## config.mk

```make
export PLATFORM = sky130hd
export DESIGN_NAME = detect_event_logger
export DESIGN_NICKNAME = d
export VERILOG_FILES = /design/src/rtl/detect_log_pkg.sv /design/src/rtl/evt_rec_fifo.sv /design/src/rtl/detect_event_logger.sv
export SDC_FILE = /design/constraint.sdc
export NUM_CORES = 1
export LEC_CHECK = 0
export CAP_MARGIN = 20
export CORE_MARGIN = 8
export CORE_UTILIZATION = 52
export DETAILED_ROUTE_END_ITERATION = 8
export GPL_TIMING_DRIVEN = 0
export PLACE_DENSITY = 0.74
export SLEW_MARGIN = 0
export SYNTH_ARGS = -nofsm -noshare
export SYNTH_HDL_FRONTEND = slang
export SYNTH_SLANG_ARGS = --single-unit
export TNS_END_PERCENT = 100
```

## constraint.sdc

```tcl
create_clock -name clk -period 2.6 [get_ports clk]
set_clock_uncertainty 0.15 [all_clocks]
set_input_delay 0.65 -clock clk [delete_from_list [all_inputs] [get_ports clk]]
set_output_delay 0.65 -clock clk [all_outputs]
set_load 0.005 [all_outputs]
```

## src/rtl/detect_log_pkg.sv

```systemverilog
// Shared types and default parameters for the detect event logger.
//   log_state_t : window FSM state (IDLE, COUNT)
//   evt_rec_t   : one per-window record {alarm, count} at the default count width
//   CNT_W, DEF_WINDOW, DEF_THRESH, DEF_DEPTH : default configuration values
package detect_log_pkg;
  localparam int CNT_W      = 8;
  localparam int DEF_WINDOW = 16;
  localparam int DEF_THRESH = 3;
  localparam int DEF_DEPTH  = 4;

  typedef enum logic [0:0] {IDLE, COUNT} log_state_t;

  typedef struct packed {
    logic             alarm;
    logic [CNT_W-1:0] count;
  } evt_rec_t;
endpackage

```

## src/rtl/evt_rec_fifo.sv

```systemverilog
// Synchronous record FIFO.
// Ports:
//   clk, reset : clock, synchronous active-high reset (empties the FIFO)
//   push, din  : write request and record; ignored when full unless a pop
//                happens in the same cycle
//   pop        : read request; ignored when empty
//   dout       : head record (meaningful only while empty=0)
//   full/empty : occupancy flags
module evt_rec_fifo #(
  parameter int W     = 9,
  parameter int DEPTH = 4
) (
  input  logic         clk,
  input  logic         reset,
  input  logic         push,
  input  logic [W-1:0] din,
  input  logic         pop,
  output logic [W-1:0] dout,
  output logic         full,
  output logic         empty
);
  localparam int AW = $clog2(DEPTH);

  logic [W-1:0]  mem [DEPTH];
  logic [AW-1:0] wr_ptr, rd_ptr;
  logic [AW:0]   used;
  logic          push_ok, pop_ok;

  assign full  = (used == (AW+1)'(DEPTH));
  assign empty = (used == '0);
  assign dout  = mem[rd_ptr];

  // A pop in the same cycle frees a slot, so a push into a full FIFO is
  // still accepted when it coincides with a pop.
  assign pop_ok  = pop && !empty;
  assign push_ok = push && (!full || pop_ok);

  always_ff @(posedge clk) begin
    if (push_ok) mem[wr_ptr] <= din;
  end

  always_ff @(posedge clk) begin
    if (reset) begin
      wr_ptr <= '0;
      rd_ptr <= '0;
      used   <= '0;
    end else begin
      if (push_ok) wr_ptr <= wr_ptr + 1'b1;
      if (pop_ok)  rd_ptr <= rd_ptr + 1'b1;
      case ({push_ok, pop_ok})
        2'b10:   used <= used + 1'b1;
        2'b01:   used <= used - 1'b1;
        default: used <= used;
      endcase
    end
  end
endmodule

```

## src/rtl/detect_event_logger.sv

```systemverilog
// Counts detect pulses over windows of WINDOW enabled cycles and queues one
// {alarm, count} record per completed window for a valid/ready consumer.
// Ports:
//   clk, reset   : clock, synchronous active-high reset
//   enable       : window counting enable; dropping it discards the partial window
//   evt_in       : detect pulse, one event per high cycle
//   out_valid    : head record available
//   out_ready    : consumer accepts the head record
//   out_count    : head record event count (0 while empty)
//   out_alarm    : head record alarm flag (0 while empty)
//   drop_sticky  : a record was lost to a full FIFO
//   clear_drop   : clears drop_sticky (a same-cycle drop wins)
// Handshake: a record transfers on every rising edge where out_valid and
// out_ready are both high; head data holds steady while out_valid=1 and
// out_ready=0.
module detect_event_logger
  import detect_log_pkg::*;
#(
  parameter int WINDOW = detect_log_pkg::DEF_WINDOW,
  parameter int CNT_W  = detect_log_pkg::CNT_W,
  parameter int THRESH = detect_log_pkg::DEF_THRESH,
  parameter int DEPTH  = detect_log_pkg::DEF_DEPTH
) (
  input  logic             clk,
  input  logic             reset,
  input  logic             enable,
  input  logic             evt_in,
  output logic             out_valid,
  input  logic             out_ready,
  output logic [CNT_W-1:0] out_count,
  output logic             out_alarm,
  output logic             drop_sticky,
  input  logic             clear_drop
);
  localparam int WCW = $clog2(WINDOW);

  log_state_t       state, state_n;
  logic [WCW-1:0]   wcnt, wcnt_n;
  logic [CNT_W-1:0] ecnt, ecnt_n, rec_count;
  logic [CNT_W:0]   sum;
  logic             last, push, pop, full, empty, rec_alarm, drop;
  logic [CNT_W:0]   rec, head;

  always_comb begin
    // Saturating count including this cycle's pulse; on the last window
    // cycle this is the record value, otherwise the next ecnt.
    sum       = {1'b0, ecnt} + {{CNT_W{1'b0}}, evt_in};
    rec_count = sum[CNT_W] ? {CNT_W{1'b1}} : sum[CNT_W-1:0];
    rec_alarm = ({{(32-CNT_W){1'b0}}, rec_count} >= 32'(THRESH));
    last      = (state == COUNT) && (wcnt == WCW'(WINDOW-1));

    state_n = state;
    wcnt_n  = wcnt;
    ecnt_n  = ecnt;
    push    = 1'b0;
    case (state)
      IDLE: begin
        wcnt_n = '0;
        ecnt_n = '0;
        if (enable) state_n = COUNT;
      end
      COUNT: begin
        if (!enable) begin
          state_n = IDLE;
          wcnt_n  = '0;
          ecnt_n  = '0;
        end else if (last) begin
          // Window closes here; the next one starts with no gap cycle.
          push   = 1'b1;
          wcnt_n = '0;
          ecnt_n = '0;
        end else begin
          wcnt_n = wcnt + 1'b1;
          ecnt_n = rec_count;
        end
      end
      default: state_n = IDLE;
    endcase
  end

  always_ff @(posedge clk) begin
    if (reset) begin
      state <= IDLE;
      wcnt  <= '0;
      ecnt  <= '0;
    end else begin
      state <= state_n;
      wcnt  <= wcnt_n;
      ecnt  <= ecnt_n;
    end
  end

  assign rec  = {rec_alarm, rec_count};
  assign pop  = !empty && out_ready;
  assign drop = push && full && !pop;

  always_ff @(posedge clk) begin
    if (reset)           drop_sticky <= 1'b0;
    else if (drop)       drop_sticky <= 1'b1;
    else if (clear_drop) drop_sticky <= 1'b0;
  end

  evt_rec_fifo #(.W(CNT_W+1), .DEPTH(DEPTH)) u_fifo (
    .clk   (clk),
    .reset (reset),
    .push  (push),
    .din   (rec),
    .pop   (pop),
    .dout  (head),
    .full  (full),
    .empty (empty)
  );

  // Outputs read as zero while nothing is buffered.
  assign out_valid = !empty;
  assign out_count = empty ? '0 : head[CNT_W-1:0];
  assign out_alarm = empty ? 1'b0 : head[CNT_W];
endmodule

```

; ---- Word-level counts from Yosys, hierarchy flattened
; Memories as Yosys holds them, arrays and structs flattened. A register that Yosys moved wholly into a read port is not among the register bits.
; Index checks and enable logic that the tools add are counted.
; Widths: inputs -> output; s select.
[totals]
reg_bits = 21
ram_bits = 36
in_bits = 6
output_inout_bits = 11
mem_count = 1
[op_classes]
add_sub_neg = 6
magnitude_cmp = 1
eq_ne = 4
n_mux = 20
n_bitwise = 1
n_reduce_logical = 13
[memory_table]
columns = memory, words, width, rd, rd_clocked_by_memory_dff, write_ports, line_no
row1 = u_fifo.mem, 4, 9, 1, 1, 1, evt_rec_fifo.sv:24  ; logic [W-1:0] mem [DEPTH];
[op_table]
columns = cell, count
row1 = $mux 8, 4
row2 = $pmux 8 s2, 1
row3 = $add 8x1->9, 1
row4 = $mux 1, 9
row5 = $ge 8x2->1 const B, 1
row6 = $mux 4, 2
row7 = $pmux 4 s2, 1
row8 = $logic_and 1x1->1, 6
row9 = $pmux 3 s2, 1
row10 = $add 2x1->2 const B, 2
row11 = $add 4x1->4 const B, 1
row12 = $eq 4x4->1 const B, 1
row13 = $mux 2, 2
row14 = $reduce_bool 2->1, 2
row15 = $add 3x1->3 const B, 1
row16 = $eq 3x3->1 const B, 1
row17 = $logic_not 1->1, 3
row18 = $logic_not 3->1, 1
row19 = $sub 3x1->3 const B, 1
row20 = $eq 2x1->1 const B, 1
row21 = $eq 2x2->1 const B, 1
row22 = $logic_or 1x1->1, 1
row23 = $not 1->1, 1

; ---- Longest topological paths before layout
; Gate-level depths: netlist of the first run.
[depth]
ltp_word = 8
ltp_mapped = 10
mapped_depth_nobuf = 10

; ---- By module
; From an unflattened synthesis of the first run, not the netlist that was laid out.
[unflattened]
hier_cells = 194
hier_area_um2 = 2615.0
[modules_own_cells]
columns = module, n_inst, cells_each, area_each_um2
row1 = evt_rec_fifo, 1, 101, 1788.0
row2 = detect_event_logger, 1, 93, 827.0

; ---- Worst setup path before layout of the first run
; Ideal clock, no wire load.
[synth_timing]
kind = input to register
from = in out_ready
to = reg u_fifo.used[2]
setup_time_ps = 70
t_arrival_ps = 2298
required_ps = 2380
slack_ps = 82
stages = 9
path_buffers = 0
cell_sequence = nor4b_2 nor3_4 inv_1 ha_1 inv_1 fa_1 xor2_1 or3_1 a21oi_1
[synth_between]
elab_chain_len = 6
elab_cells_between_ends = 8
[synth_rtl]
columns = item, line_no
row1 = from (decl), detect_event_logger.sv:29  ; input logic out_ready,
row2 = $logic_and 1x1->1 *, detect_event_logger.sv:94  ; assign pop = !empty && out_ready;
row3 = $logic_and 1x1->1 *, evt_rec_fifo.sv:35  ; assign pop_ok = pop && !empty;
row4 = $logic_or 1x1->1, evt_rec_fifo.sv:36  ; assign push_ok = push && (!full || pop_ok);
row5 = $logic_and 1x1->1, evt_rec_fifo.sv:36
row6 = $eq 2x1->1 / $eq 2x2->1 (equally long branches), evt_rec_fifo.sv:50  ; case ({push_ok, pop_ok})
row7 = $pmux 3 s2 / $reduce_bool 2->1 (equally long branches), --
row8 = to (signal assigned), evt_rec_fifo.sv:51  ; 2'b10: used <= used + 1'b1;
row9 = to (signal assigned), evt_rec_fifo.sv:52  ; 2'b01: used <= used - 1'b1;
row10 = to (signal assigned), evt_rec_fifo.sv:53  ; default: used <= used;
row11 = to (decl), evt_rec_fifo.sv:26  ; logic [AW:0] used;
; Every way passes the cells marked *; elsewhere a longest branch is shown, timed or not.
; A chain may end at the register's enable or synchronous reset.

==> metrics.log, run 1 <==
[metrics] run status: completed
[metrics] commonest non-fill, non-tap cell in the layout: sky130_fd_sc_hd__edfxtp_1
[metrics] mapped cell area: 2540 sq um
[metrics] Avg WL per Cell: 16.4 um
[metrics] final std cells w/o fill: 291
[metrics] count of buffers from port buffering: 15
[metrics] io pins: 17
[metrics] most area-hungry cell type in the Yosys netlist: sky130_fd_sc_hd__edfxtp_1
[metrics] clock slew at the register clock pins of the worst setup and hold paths: approximately 0.060 ns
[metrics] global placer's final weighted congestion: between 0.8 and 0.9
[metrics] capture instance of the worst register-to-register path: u_fifo.used[2]
[metrics] count of cell instances traversed by the critical path: 4
[metrics] detailed-route vias per instance: about 5.3
[metrics] fin util: between 60% and 70%
[metrics] number of global-route vias before repair: between 1.5k and 2k
[metrics] f_max: roughly 390 MHz
[metrics] Least-Margin Pin Slew: 0.492 ns
[metrics] Placed Instance Area: 2770 sq um
[metrics] highest-count cells in the layout ignoring fill and taps: 36 x sky130_fd_sc_hd__edfxtp_1, 21 x sky130_fd_sc_hd__dfxtp_1, 17 x sky130_fd_sc_hd__nor2_1, 11 x sky130_fd_sc_hd__clkbuf_8, 11 x sky130_fd_sc_hd__and2_1
[metrics] kind of capture point of the worst setup path: output port
[metrics] Min-Delay Startpoint: wcnt[0]
[metrics] gate family responsible for the most delay along the worst path: multiplexers
[metrics] number of remaining DRC errors: 0
[metrics] count of inserted antenna diode cells: 0
[metrics] Inserted Clock Buffers: 9
[metrics] worst hold path type: reg2reg
[metrics] hold endpoint: wcnt[0]
[metrics] synthesized flop and latch total: between 50 and 60
[metrics] hold-fix buffers at CTS: 0
[metrics] die area: 7370 sq um
[metrics] Peak supply drop: between 0.2 and 0.3 mV
[metrics] DIE HEIGHT: about 86 um
[metrics] core area: 4720 sq um
[metrics] count of clock tree sinks: 59
[metrics] FF-to-FF Start: u_fifo.used[0]
[metrics] total via count after detailed routing: 1537
[metrics] slack of the worst reg-to-reg path: 0.26 ns
[metrics] CTS root buf: sky130_fd_sc_hd__clkbuf_8
[metrics] clock insertion delay at the later pin of the skew report: between 0.3 and 0.4 ns
[metrics] Tmin final: 2.53 ns
[metrics] worst hold stages: 1
[metrics] count of TritonRoute iterations in the first routing pass: 4
[metrics] number of cell rows: 25
[metrics] fraction of synthesized cell area taken by the top area cell type: between 40% and 50%
[metrics] top cells by area in the synthesized netlist: sky130_fd_sc_hd__edfxtp_1 43%, sky130_fd_sc_hd__dfxtp_1 18%, sky130_fd_sc_hd__mux4_2 8.0%
[metrics] Critical Path Source Type: register
[metrics] worst endpoint data arrival time: 1.73 ns
[metrics] total power after layout: 1.69 mW
[metrics] synthesized area per cell: around 14 sq um
[metrics] width of the die: between 80 and 90 um
[metrics] proportion of synthesized flip-flops having asynchronous set or reset: 0%
[metrics] endpoints failing setup: 0
[metrics] Post-Place Worst Slack: -0.652 ns
[metrics] number of hold violations in the final report: 0
[metrics] crit-path max FO: 4
[metrics] worst-case reg-to-reg path depth: 9
[metrics] final design area excluding fillers: approximately 3000 sq um
[metrics] Hold Slack: between 0.3 and 0.4 ns
[metrics] global-route wire length before repair: 7.86 mm
[metrics] final worst setup slack: roughly 0.067 ns
[metrics] power per unit of standard cell area: between 500 and 600 nW/um^2
[metrics] maximum number of pins on one net before global-route repair: 11
[metrics] worst slew slack as a fraction of its limit: between 60% and 70%
[metrics] clock tree from TritonCTS: done
[metrics] crit path buf inv count: 2
[metrics] number of distinct standard cells referenced by the synthesized netlist: 43
[metrics] total routing usage reported by global routing: roughly 14%
[metrics] Final period util: between 90% and 100%
[metrics] slowest stage cell on the critical path: sky130_fd_sc_hd__mux4_2
[metrics] HPWL after DPL: between 3 and 4 mm
[metrics] H-tree level count: 3
[metrics] share of synthesized area occupied by flip-flops and latches: 60.8%
[metrics] synthesized netlist net count: 200
[metrics] post-synthesis to final-layout area growth: 20.2%
[metrics] critical path cell sequence: buf_6 > mux4_2 > and2_1 > dlygate4sd2_1
[metrics] Req. time, crit path: roughly 1.8 ns
[metrics] Cells after DPL: ~270
[metrics] gate count after technology mapping: between 150 and 200
[metrics] critical setup path kind: reg2out
[metrics] Pleak: between 1 and 1.5 nW
[metrics] setup total negative slack: 0 ns
[metrics] count of nets after finishing: about 240
[metrics] primary flip-flop cell chosen by synthesis mapping: sky130_fd_sc_hd__edfxtp_1
[metrics] number of enable-type register cells in the synthesized netlist: 36
[metrics] longest individual stage delay on the worst path: 0.49 ns
[metrics] yosys warns: 0
[metrics] overall overflow remaining after global route: 0
[metrics] maximum clock path buffer count: 2
[metrics] antenna violations before repair: 0
[metrics] antenna-violating nets left: 0
[metrics] final slew viol count: 0
[metrics] unrepaired setup endpoints after global routing: no
[metrics] effective utilization at floorplan: between 50% and 60%
[metrics] number of max-cap violations: 0
[metrics] routed wire length: around 4.8 mm
[metrics] DRT iter0 DRCs: around 100
[metrics] fraction of final layout cells sized beyond drive strength 1: about 29%
-- power by group --
part           leakage, nW  total (mW)  switching (mW)  internal [mW]
sequential           0.494       0.986         0.00105          0.985
clock               0.0778       0.683           0.315          0.369
combinational        0.519      0.0183         0.00962        0.00872
-- how the worst max path moves through the flow --
stage                         start        endpoint  slack, ns
final                      register    out_count[4]       0.07
after global routing      out_ready  u_fifo.used[2]     0.0005
after CTS                  register    out_count[1]      -0.02
after detailed placement  out_ready  u_fifo.used[2]      -0.65
after global placement    out_ready  u_fifo.used[2]      -0.55
after floorplan           out_ready  u_fifo.used[2]       0.08
-- metal layers --
metal | share of wire [%] | GRT usage [%]
met1 | 39 | 14.2
met2 | 55 | 26.0
met3 | 4.2 | 3.82
met4 | 1.6 | 7.80
met5 | 0 | 0
-- repair_timing --
action | 4_1_cts | 5_1_grt
pin swaps | 3 | 4
endpoints found under the setup margin | 16 | 11
resized for setup | 31 | 12
buffers inserted | 6 | 3
gates cloned | 1 | 0
-- worst register-to-register path, stage by stage (launching register included) --
cell	delay, ns
sky130_fd_sc_hd__dfxtp_1	0.36
sky130_fd_sc_hd__nor4b_4	0.39
sky130_fd_sc_hd__nor3_4	0.09
sky130_fd_sc_hd__inv_1	0.07
sky130_fd_sc_hd__ha_2	0.19
sky130_fd_sc_hd__inv_1	0.06
sky130_fd_sc_hd__fa_2	0.33
sky130_fd_sc_hd__xor2_1	0.16
sky130_fd_sc_hd__or3_1	0.32
sky130_fd_sc_hd__a21oi_1	0.15
-- cell usage after synthesis (2+ instances only) --
library cell and number:
sky130_fd_sc_hd__clkbuf_1 2, sky130_fd_sc_hd__mux4_2 9, sky130_fd_sc_hd__or3_1 2, sky130_fd_sc_hd__edfxtp_1 36, sky130_fd_sc_hd__xor2_1 6, sky130_fd_sc_hd__a21oi_1 7, sky130_fd_sc_hd__o21ai_0 2, sky130_fd_sc_hd__nand2_1 7
sky130_fd_sc_hd__buf_4 2, sky130_fd_sc_hd__nand2b_2 2, sky130_fd_sc_hd__dfxtp_1 23, sky130_fd_sc_hd__nand3_1 7, sky130_fd_sc_hd__nand3_2 2, sky130_fd_sc_hd__ha_1 8, sky130_fd_sc_hd__inv_1 9, sky130_fd_sc_hd__and2_1 14
sky130_fd_sc_hd__buf_2 2, sky130_fd_sc_hd__nor2_1 17, sky130_fd_sc_hd__and2b_1 3, sky130_fd_sc_hd__mux2i_1 2
-- cell type report --
type                            instances  area (sq um)
Buffer                                  6          53.8
Sequential cell                        59          1540
Multi-Input combinational cell        110           971
Timing Repair Buffer                   25           205
Inverter                                9          33.8
Tap cell                               67          83.8
Clock buffer                           15           156
Fill cell                             355          1680
-- logic make-up after synthesis --
group                    after synthesis  synth area share [%]
flip-flops                            59                  60.8
AND/OR/NAND/NOR                       68                  16.1
buffers and inverters                 16                  3.06
multiplexers                          11                  8.78
AO/OA/AOI/OAI                         14                  3.45
adder cells (fa/ha/maj)                9                  4.74
XOR/XNOR                               8                  3.06
-- state kept, by name (all words and copies together) (netlist names), named ones only --
signal,flops
u_fifo.wr_ptr,2
ecnt,8
drop_sticky,1
state,1
u_fifo.rd_ptr,2
u_fifo.mem,36
u_fifo.used,3
wcnt,4
(Power assumes the default switching activity.)
==> run 2: changes to the inputs <==
--- a/config.mk
+++ b/config.mk
@@ -6,5 +6,5 @@
 export NUM_CORES = 1
 export LEC_CHECK = 0
-export CAP_MARGIN = 20
+export CAP_MARGIN = 40
 export CORE_MARGIN = 8
 export CORE_UTILIZATION = 52
==> constraint.sdc (replaced) <==
create_clock -name clk -period 2.6 [get_ports clk]
set_clock_uncertainty 0.15 [all_clocks]
set_input_delay 0.26 -clock clk [delete_from_list [all_inputs] [get_ports clk]]
set_output_delay 0.26 -clock clk [all_outputs]
set_load 0.005 [all_outputs]
==> run 2 against run 1 <==
  * Die area unchanged
  * Combinational power up 3%
  * Register-to-register slack worse by 0.09 ns
  * Worst setup slack better by 0.095 ns
  * Wire length down 6.0%
  * Critical path depth up 6
  * First-iteration DRC count down 28%
  * Clock power down 0.6%
  * Design area down 3.8%
  * Critical endpoint is now u_fifo.used[2]
  * Largest cell class unchanged
  * Largest power group unchanged
==> metrics.log, run 2 (same netlist as run 1, synthesis figures left out) <==
[metrics] overall overflow remaining after global route: 0 (unchanged)
[metrics] critical setup path kind: in2reg (was reg2out)
[metrics] buffer count from post-CTS setup fixing: 0 (was 6)
[metrics] Hold Slack: 0.0857 ns (was 0.310 ns)
[metrics] io pins: 17 (unchanged)
[metrics] count of TritonRoute iterations in the first routing pass: 4 (unchanged)
[metrics] Req. time, crit path: 2.71 ns (was 1.80 ns)
[metrics] CTS root buf: sky130_fd_sc_hd__clkbuf_8 (unchanged)
[metrics] number of flip-flops under the largest register name: 36 (unchanged)
[metrics] Least-Margin Pin Slew: 0.497 ns (was 0.492 ns)
[metrics] number of hold violations in the final report: 0 (unchanged)
[metrics] slowest stage cell on the critical path: sky130_fd_sc_hd__clkdlybuf4s50_1 (was sky130_fd_sc_hd__mux4_2)
[metrics] fillers: 374 (was 355)
[metrics] Peak supply drop: 0.281 mV (was 0.279 mV)
[metrics] clock slew at the register clock pins of the worst setup and hold paths: 0.06 ns (about the same)
[metrics] relative contribution of sequential cells to total power: 58.6% (was 58.4%)
[metrics] die area: 7370 sq um (unchanged)
[metrics] maximum number of pins on one net before global-route repair: 11 (unchanged)
[metrics] clock share of power: 40.3% (was 40.5%)
[metrics] effective utilization at floorplan: 53.7% (unchanged)
[metrics] Largest Register: u_fifo.mem (unchanged)
[metrics] kind of capture point of the worst setup path: register (was output port)
[metrics] unrepaired setup endpoints after global routing: no (unchanged)
[metrics] f_max: 410 MHz (was 395 MHz)
[metrics] internal portion of total power: 1.36 mW (about the same)
[metrics] Logic pwr share: 1.1% (about the same)
[metrics] critical path cell sequence: clkdlybuf4s50_1 > nor4b_4 > nor3_4 > inv_1 > ha_1 > inv_1 > fa_1 > xor2_1 > or3_1 > a21oi_1 (was buf_6 > mux4_2 > and2_1 > dlygate4sd2_1)
[metrics] DIE HEIGHT: 85.8 um (unchanged)
[metrics] worst slew slack as a fraction of its limit: 66.9% (was 67.2%)
[metrics] count of clock tree sinks: 59 (unchanged)
[metrics] commonest non-fill, non-tap cell in the layout: sky130_fd_sc_hd__edfxtp_1 (unchanged)
[metrics] global-route wire length before repair: 7.71 mm (was 7.86 mm)
[metrics] worst hold stages: 2 (was 1)
[metrics] HPWL after DPL: 3.20 mm (unchanged)
[metrics] clock insertion delay at the later pin of the skew report: 0.33 ns (about the same)
[metrics] global placer's final weighted congestion: 0.811 (unchanged)
[metrics] total via count after detailed routing: 1492 (was 1537)
[metrics] longest individual stage delay on the worst path: 0.48 ns (was 0.49 ns)
[metrics] width of the die: 85.8 um (unchanged)
[metrics] clock tree from TritonCTS: done (unchanged)
[metrics] total routing usage reported by global routing: 13.9% (was 14.2%)
[metrics] post-synthesis to final-layout area growth: 15.6% (was 20.2%)
[metrics] cell with the most instances on the worst path: sky130_fd_sc_hd__inv_1
[metrics] run status: completed (unchanged)
[metrics] number of max-cap violations: 0 (unchanged)
[metrics] crit-path max FO: 7 (was 4)
[metrics] number of remaining DRC errors: 0 (unchanged)
[metrics] Sw Share: 19.1% (was 19.3%)
[metrics] routed wire length: 4.49 mm (was 4.78 mm)
[metrics] setup total negative slack: 0 ns (unchanged)
[metrics] largest registers ranked by flip-flop count: u_fifo.mem: 36 flops, ecnt: 8 flops, wcnt: 4 flops (unchanged)
[metrics] Final period util: 93.8% (was 97.4%)
[metrics] count of buffers from port buffering: 15 (unchanged)
[metrics] Tmin final: 2.44 ns (was 2.53 ns)
[metrics] highest-count cells in the layout ignoring fill and taps: 36 x sky130_fd_sc_hd__edfxtp_1, 23 x sky130_fd_sc_hd__dfxtp_1, 17 x sky130_fd_sc_hd__nor2_1, 15 x sky130_fd_sc_hd__clkdlybuf4s50_1, 14 x sky130_fd_sc_hd__and2_1 (was 36 x sky130_fd_sc_hd__edfxtp_1, 21 x sky130_fd_sc_hd__dfxtp_1, 17 x sky130_fd_sc_hd__nor2_1, 11 x sky130_fd_sc_hd__clkbuf_8, 11 x sky130_fd_sc_hd__and2_1)
[metrics] total power after layout: 1.68 mW (was 1.69 mW)
[metrics] worst-case reg-to-reg path depth: 9 (unchanged)
[metrics] detailed-route vias per instance: 5.31 (was 5.28)
[metrics] Inserted Clock Buffers: 9 (unchanged)
[metrics] worst hold path type: in2reg (was reg2reg)
[metrics] worst endpoint data arrival time: 2.55 ns (was 1.73 ns)
[metrics] Avg WL per Cell: 16.0 um (was 16.4 um)
[metrics] power per unit of standard cell area: 574 nW/um^2 (was 554 nW/um^2)
[metrics] Pleak: 0.999 nW (was 1.09 nW)
[metrics] count of inserted antenna diode cells: 0 (unchanged)
[metrics] count of nets after finishing: 225 (was 235)
[metrics] Critical Path Source Type: primary input (was register)
[metrics] switching power: 0.321 mW (was 0.325 mW)
[metrics] DRT iter0 DRCs: 73 (was 101)
[metrics] core area: 4720 sq um (unchanged)
[metrics] fraction of final layout cells sized beyond drive strength 1: 16.8% (was 28.6%)
[metrics] endpoints failing setup: 0 (unchanged)
[metrics] final slew viol count: 0 (unchanged)
[metrics] antenna-violating nets left: 0 (unchanged)
[metrics] antenna violations before repair: 0 (unchanged)
[metrics] maximum clock path buffer count: 2 (unchanged)
[metrics] number of cell rows: 25 (unchanged)
[metrics] number of global-route vias before repair: 1660 (was 1690)
[metrics] H-tree level count: 3 (unchanged)
## run 2: worst paths after layout
check	slack, ns	startpoint	endpoint
max	0.16	out_ready	u_fifo.used[2]
min	0.09	reset	u_fifo.wr_ptr[0]
max reg2reg	0.17	u_fifo.used[0]	u_fifo.used[2]
min reg2reg	0.31	wcnt[0]	wcnt[0]
## run 2: power groups by stage
stage	sequential (mW)	clock (mW)	combinational, mW
after floorplan	1.01	0	0.00902
after global placement	1.01	0	0.0179
after detailed placement	1.01	0	0.0188
after CTS	0.986	0.690	0.0188
after global routing	0.985	0.742	0.0211
final	0.986	0.679	0.0188
## run 2: what timing repair did
| item | 4_1_cts | 5_1_grt |
|---|---|---|
| hold buffers | 0 | 0 |
| resized for setup | 0 | 1 |
| endpoints found under the setup margin | 0 | 8 |
## run 2: per-stage QoR
step           setup slack [ns]  instances  area (sq um)  utilization, %
2_1_floorplan             0.348        185          2540               -
4_1_cts                  0.0564        282          2930            62.0
6_report                  0.162        281          2930            62.1
5_1_grt                  0.0326        281          2930            62.1
3_3_place_gp             -0.162        267          2770            58.6
3_5_place_dp             -0.262        267          2770            58.6
## run 2: critical path, delay by kind of cell
family / cells / cell delay (ns)
AND/OR/NAND/NOR: 3 / 0.78
buffers and inverters: 3 / 0.62
adder cells (fa/ha/maj): 2 / 0.56
XOR/XNOR: 1 / 0.17
AO/OA/AOI/OAI: 1 / 0.15
## run 2: final cells by class
class	instances	area (sq um)	share of cell area, %
Inverter	9	33.8	1.15
Multi-Input combinational cell	110	926	31.6
Clock buffer	15	156	5.34
Sequential cell	59	1540	52.6
Tap cell	67	83.8	2.86
Buffer	6	40.0	1.37
Timing Repair Buffer	15	150	5.12
## run 2: layer usage
metal / global-route usage [%] / vias up / part of all wire (%)
li1: - / 710 / -
met1: 14.2 / 749 / 40
met2: 25.0 / 25 / 55
met3: 3.72 / 8 / 3.8
met4: 8.12 / 0 / 1.7
met5: 0 / - / 0
==> run 3: changes to the inputs <==
Settings changed: SYNTH_HIERARCHICAL from default to 1.
==> run 3 against run 2 <==
  * Via count increased by 3.3%
  * Flip-flop and latch count unchanged
  * Design area increased by 6.1%
  * Worst setup slack got worse by 0.022 ns
  * Critical endpoint is now u_fifo/used[2]
  * Largest power group unchanged
==> metrics.log, run 3 <==
[metrics] run status: completed (unchanged)
[metrics] Cells after DPL: 280 (was 267)
[metrics] final std cells w/o fill: 298 (was 281)
[metrics] kind of capture point of the worst setup path: register (unchanged)
[metrics] number of enable-type register cells in the synthesized netlist: 36 (unchanged)
[metrics] share of synthesized area occupied by flip-flops and latches: 58.9% (was 60.8%)
[metrics] core area: 4980 sq um (was 4720 sq um)
[metrics] crit-path max FO: 4 (was 7)
[metrics] Least-Margin Pin Slew: 0.497 ns (about the same)
[metrics] Peak supply drop: 0.552 mV (was 0.281 mV)
[metrics] fillers: 387 (was 374)
[metrics] Final period util: 94.6% (was 93.8%)
[metrics] overall overflow remaining after global route: 0 (unchanged)
[metrics] io pins: 17 (unchanged)
[metrics] hold-fix buffers at CTS: 0 (unchanged)
[metrics] worst endpoint data arrival time: 2.57 ns (was 2.55 ns)
[metrics] global placer's final weighted congestion: 0.816 (was 0.811)
[metrics] Placed Instance Area: 2860 sq um (was 2770 sq um)
[metrics] Critical Path Source Type: register (was primary input)
[metrics] synthesized area per cell: 13.5 sq um (was 13.7 sq um)
[metrics] count of inserted antenna diode cells: 0 (unchanged)
[metrics] top-count cell post-synth: sky130_fd_sc_hd__edfxtp_1 (unchanged)
[metrics] post-synthesis to final-layout area growth: 18.9% (was 15.6%)
[metrics] fraction of the mapped netlist area in compound gates: 5.50% (was 3.45%)
[metrics] maximum clock path buffer count: 2 (unchanged)
[metrics] count of TritonRoute iterations in the first routing pass: 4 (unchanged)
[metrics] fraction of synthesized cell area taken by the top area cell type: 41.3% (was 42.6%)
[metrics] synthesized netlist net count: 209 (was 200)
[metrics] final slew viol count: 0 (unchanged)
[metrics] clock tree from TritonCTS: done (unchanged)
[metrics] largest registers ranked by flip-flop count: u_fifo/mem: 36 flops, ecnt: 8 flops, wcnt: 4 flops (was u_fifo.mem: 36 flops, ecnt: 8 flops, wcnt: 4 flops)
[metrics] number of distinct standard cells referenced by the synthesized netlist: 47 (was 43)
[metrics] CTS root buf: sky130_fd_sc_hd__clkbuf_8 (unchanged)
[metrics] slowest stage cell on the critical path: sky130_fd_sc_hd__or3_2 (was sky130_fd_sc_hd__clkdlybuf4s50_1)
[metrics] number of cell rows: 26 (was 25)
[metrics] gate count after technology mapping: 194 (was 185)
[metrics] number of max-cap violations: 0 (unchanged)
[metrics] Pleak: 1.08 nW (was 0.999 nW)
[metrics] fraction of met3 tracks used by global routing: 4.15% (was 3.72%)
[metrics] number of flip-flops under the largest register name: 36 (unchanged)
[metrics] f_max: 406 MHz (was 410 MHz)
[metrics] Tmin final: 2.46 ns (was 2.44 ns)
[metrics] total power after layout: 1.87 mW (was 1.68 mW)
[metrics] synth cell count leaders: 36 x sky130_fd_sc_hd__edfxtp_1, 23 x sky130_fd_sc_hd__dfxtp_1, 17 x sky130_fd_sc_hd__nor2_1 (unchanged)
[metrics] count of nets after finishing: 238 (was 225)
[metrics] arithmetic-cell share of the synthesized area counting full adders, half adders and majority gates: 4.59% (was 4.74%)
[metrics] die area: 7550 sq um (was 7370 sq um)
[metrics] total via count after detailed routing: 1541 (was 1492)
[metrics] worst slew slack as a fraction of its limit: 66.9% (about the same)
[metrics] mapped cell area: 2620 sq um (was 2540 sq um)
[metrics] effective utilization at floorplan: 52.5% (was 53.7%)
[metrics] crit path buf inv count: 2 (was 3)
[metrics] most area-hungry cell type in the Yosys netlist: sky130_fd_sc_hd__edfxtp_1 (unchanged)
[metrics] synthesized flop and latch total: 59 (unchanged)
[metrics] Largest Register: u_fifo/mem (was u_fifo.mem)
[metrics] commonest non-fill, non-tap cell in the layout: sky130_fd_sc_hd__edfxtp_1 (unchanged)
[metrics] Post-Synth XOR/XNOR Area: 2.34% (was 3.06%)
[metrics] count of buffers from port buffering: 16 (was 15)
[metrics] highest-count cells in the layout ignoring fill and taps: 36 x sky130_fd_sc_hd__edfxtp_1, 22 x sky130_fd_sc_hd__dfxtp_1, 17 x sky130_fd_sc_hd__nor2_1, 16 x sky130_fd_sc_hd__clkdlybuf4s50_1, 13 x sky130_fd_sc_hd__inv_1 (was 36 x sky130_fd_sc_hd__edfxtp_1, 23 x sky130_fd_sc_hd__dfxtp_1, 17 x sky130_fd_sc_hd__nor2_1, 15 x sky130_fd_sc_hd__clkdlybuf4s50_1, 14 x sky130_fd_sc_hd__and2_1)
[metrics] critical path cell sequence: ha_1 > nand3_1 > nor2_1 > a21boi_4 > inv_1 > ha_1 > inv_1 > fa_1 > xor2_1 > or3_2 > a21oi_1 (was clkdlybuf4s50_1 > nor4b_4 > nor3_4 > inv_1 > ha_1 > inv_1 > fa_1 > xor2_1 > or3_1 > a21oi_1)
[metrics] unrepaired setup endpoints after global routing: yes (was no)
[metrics] area share of and/or/nand/nor cells after synthesis: 16.7% (was 16.1%)
[metrics] maximum number of pins on one net before global-route repair: 11 (unchanged)
[metrics] fin util: 62.5% (was 62.1%)
[metrics] primary flip-flop cell chosen by synthesis mapping: sky130_fd_sc_hd__edfxtp_1 (unchanged)
[metrics] clock slew at the register clock pins of the worst setup and hold paths: 0.06 ns (about the same)
[metrics] HPWL after DPL: 2.90 mm (was 3.20 mm)
[metrics] worst hold path type: reg2reg (was in2reg)
[metrics] count of clock tree sinks: 59 (unchanged)
[metrics] number of remaining DRC errors: 0 (unchanged)
[metrics] total routing usage reported by global routing: 12.7% (was 13.9%)
[metrics] Avg WL per Cell: 14.2 um (was 16.0 um)
[metrics] share of cell area taken by muxes after synthesis: 8.71% (was 8.78%)
[metrics] antenna-violating nets left: 0 (unchanged)
[metrics] DRT iter0 DRCs: 69 (was 73)
[metrics] endpoints failing setup: 0 (unchanged)
[metrics] number of hold violations in the final report: 0 (unchanged)
[metrics] longest individual stage delay on the worst path: 0.40 ns (was 0.48 ns)
[metrics] final design area excluding fillers: 3110 sq um (was 2930 sq um)
[metrics] number of global-route vias before repair: 1506 (was 1660)
[metrics] critical setup path kind: reg2reg (was in2reg)
[metrics] DIE HEIGHT: 86.9 um (was 85.8 um)
[metrics] clock insertion delay at the later pin of the skew report: 0.33 ns (about the same)
[metrics] power per unit of standard cell area: 602 nW/um^2 (was 574 nW/um^2)
[metrics] Req. time, crit path: 2.71 ns (about the same)
[metrics] width of the die: 86.9 um (was 85.8 um)
[metrics] dominant combinational cell family by area after synthesis: simple AND/OR/NAND/NOR gates (unchanged)
[metrics] antenna violations before repair: 0 (unchanged)
[metrics] top cells by area in the synthesized netlist: sky130_fd_sc_hd__edfxtp_1 41%, sky130_fd_sc_hd__dfxtp_1 18%, sky130_fd_sc_hd__mux4_2 7.8% (was sky130_fd_sc_hd__edfxtp_1 43%, sky130_fd_sc_hd__dfxtp_1 18%, sky130_fd_sc_hd__mux4_2 8.0%)
[metrics] H-tree level count: 3 (unchanged)
[metrics] met1 capacity usage during global routing: 14.3% (was 14.2%)
[metrics] proportion of synthesized flip-flops having asynchronous set or reset: 0% (unchanged)
[metrics] yosys warns: 6 (was 0)
[metrics] detailed-route vias per instance: 5.17 (was 5.31)
[metrics] routed wire length: 4.23 mm (was 4.49 mm)
[metrics] global-route wire length before repair: 7.10 mm (was 7.71 mm)
[metrics] Inserted Clock Buffers: 9 (unchanged)
[metrics] global-route met2 utilization: 20.6% (was 25.0%)
[metrics] setup total negative slack: 0 ns (unchanged)
[metrics] peak-usage layer in the global routing report: met2 (unchanged)
[metrics] gate family responsible for the most delay along the worst path: adder cells (was simple AND/OR/NAND/NOR gates)
[metrics] fraction of final layout cells sized beyond drive strength 1: 23.2% (was 16.8%)
[run 3: cell type report]
cell class,instances,area [sq um],share of cell area (%)
plain buffers,6,37.5,1.21
clock buffers,9,124,3.98
clock inverters,7,82.6,2.66
inverters,13,48.8,1.57
multi-input cells,116,1010,32.5
flip-flops and latches,59,1540,49.6
well taps,70,87.6,2.82
repair buffers,18,175,5.63
[run 3: logic make-up after synthesis]
group | count (synthesis)
xor+xnor | 7
mux | 11
buf+inv | 19
simple gates | 68
flops | 59
compound gates | 21
fa+ha+maj | 9
[run 3: worst reg2reg max path, stage by stage (launching register included)]
cell and delay, ns:
sky130_fd_sc_hd__dfxtp_1 0.32, sky130_fd_sc_hd__ha_1 0.22, sky130_fd_sc_hd__nand3_1 0.13, sky130_fd_sc_hd__nor2_1 0.07, sky130_fd_sc_hd__a21boi_4 0.15, sky130_fd_sc_hd__inv_1 0.07, sky130_fd_sc_hd__ha_1 0.17, sky130_fd_sc_hd__inv_1 0.06
sky130_fd_sc_hd__fa_1 0.37, sky130_fd_sc_hd__xor2_1 0.15, sky130_fd_sc_hd__or3_2 0.40, sky130_fd_sc_hd__a21oi_1 0.14
[run 3: stage by stage]
step | hold WS [ns] | setup slack (ns)
after global placement | 0.280 | -0.162
after global routing | 0.312 | -0.0144
after CTS | 0.297 | 0.0223
after detailed placement | 0.288 | -0.236
after floorplan | 0.182 | 0.164
final | 0.295 | 0.140
[run 3: final timing paths]
| kind | start | endpoint | slack (ns) | cells past startpoint |
|---|---|---|---|---|
| max | wcnt[0] | u_fifo/used[2] | 0.14 | 11 |
| min | wcnt[0] | wcnt[0] | 0.29 | 1 |
| max reg2reg | wcnt[0] | u_fifo/used[2] | 0.14 | 11 |
| min reg2reg | wcnt[0] | wcnt[0] | 0.29 | 1 |
[run 3: where the power goes]
| group | switching [mW] | total (mW) | internal (mW) |
|---|---|---|---|
| registers | 0.00110 | 0.985 | 0.984 |
| clock network | 0.337 | 0.864 | 0.527 |
| logic | 0.00923 | 0.0208 | 0.0116 |
[run 3: per-layer routing]
layer | share of wire, % | up-vias
met5 | 0 | -
met4 | 1.6 | 0
met3 | 5.8 | 8
met2 | 49 | 42
met1 | 44 | 732
li1 | - | 759
[run 3: what timing repair did]
action | CTS | global route
pin swaps | 0 | 1
endpoints found under the setup margin | 1 | 4
endpoints found under the hold margin | 0 | 0
gates resized for setup | 2 | 4
buffers inserted | 0 | 2
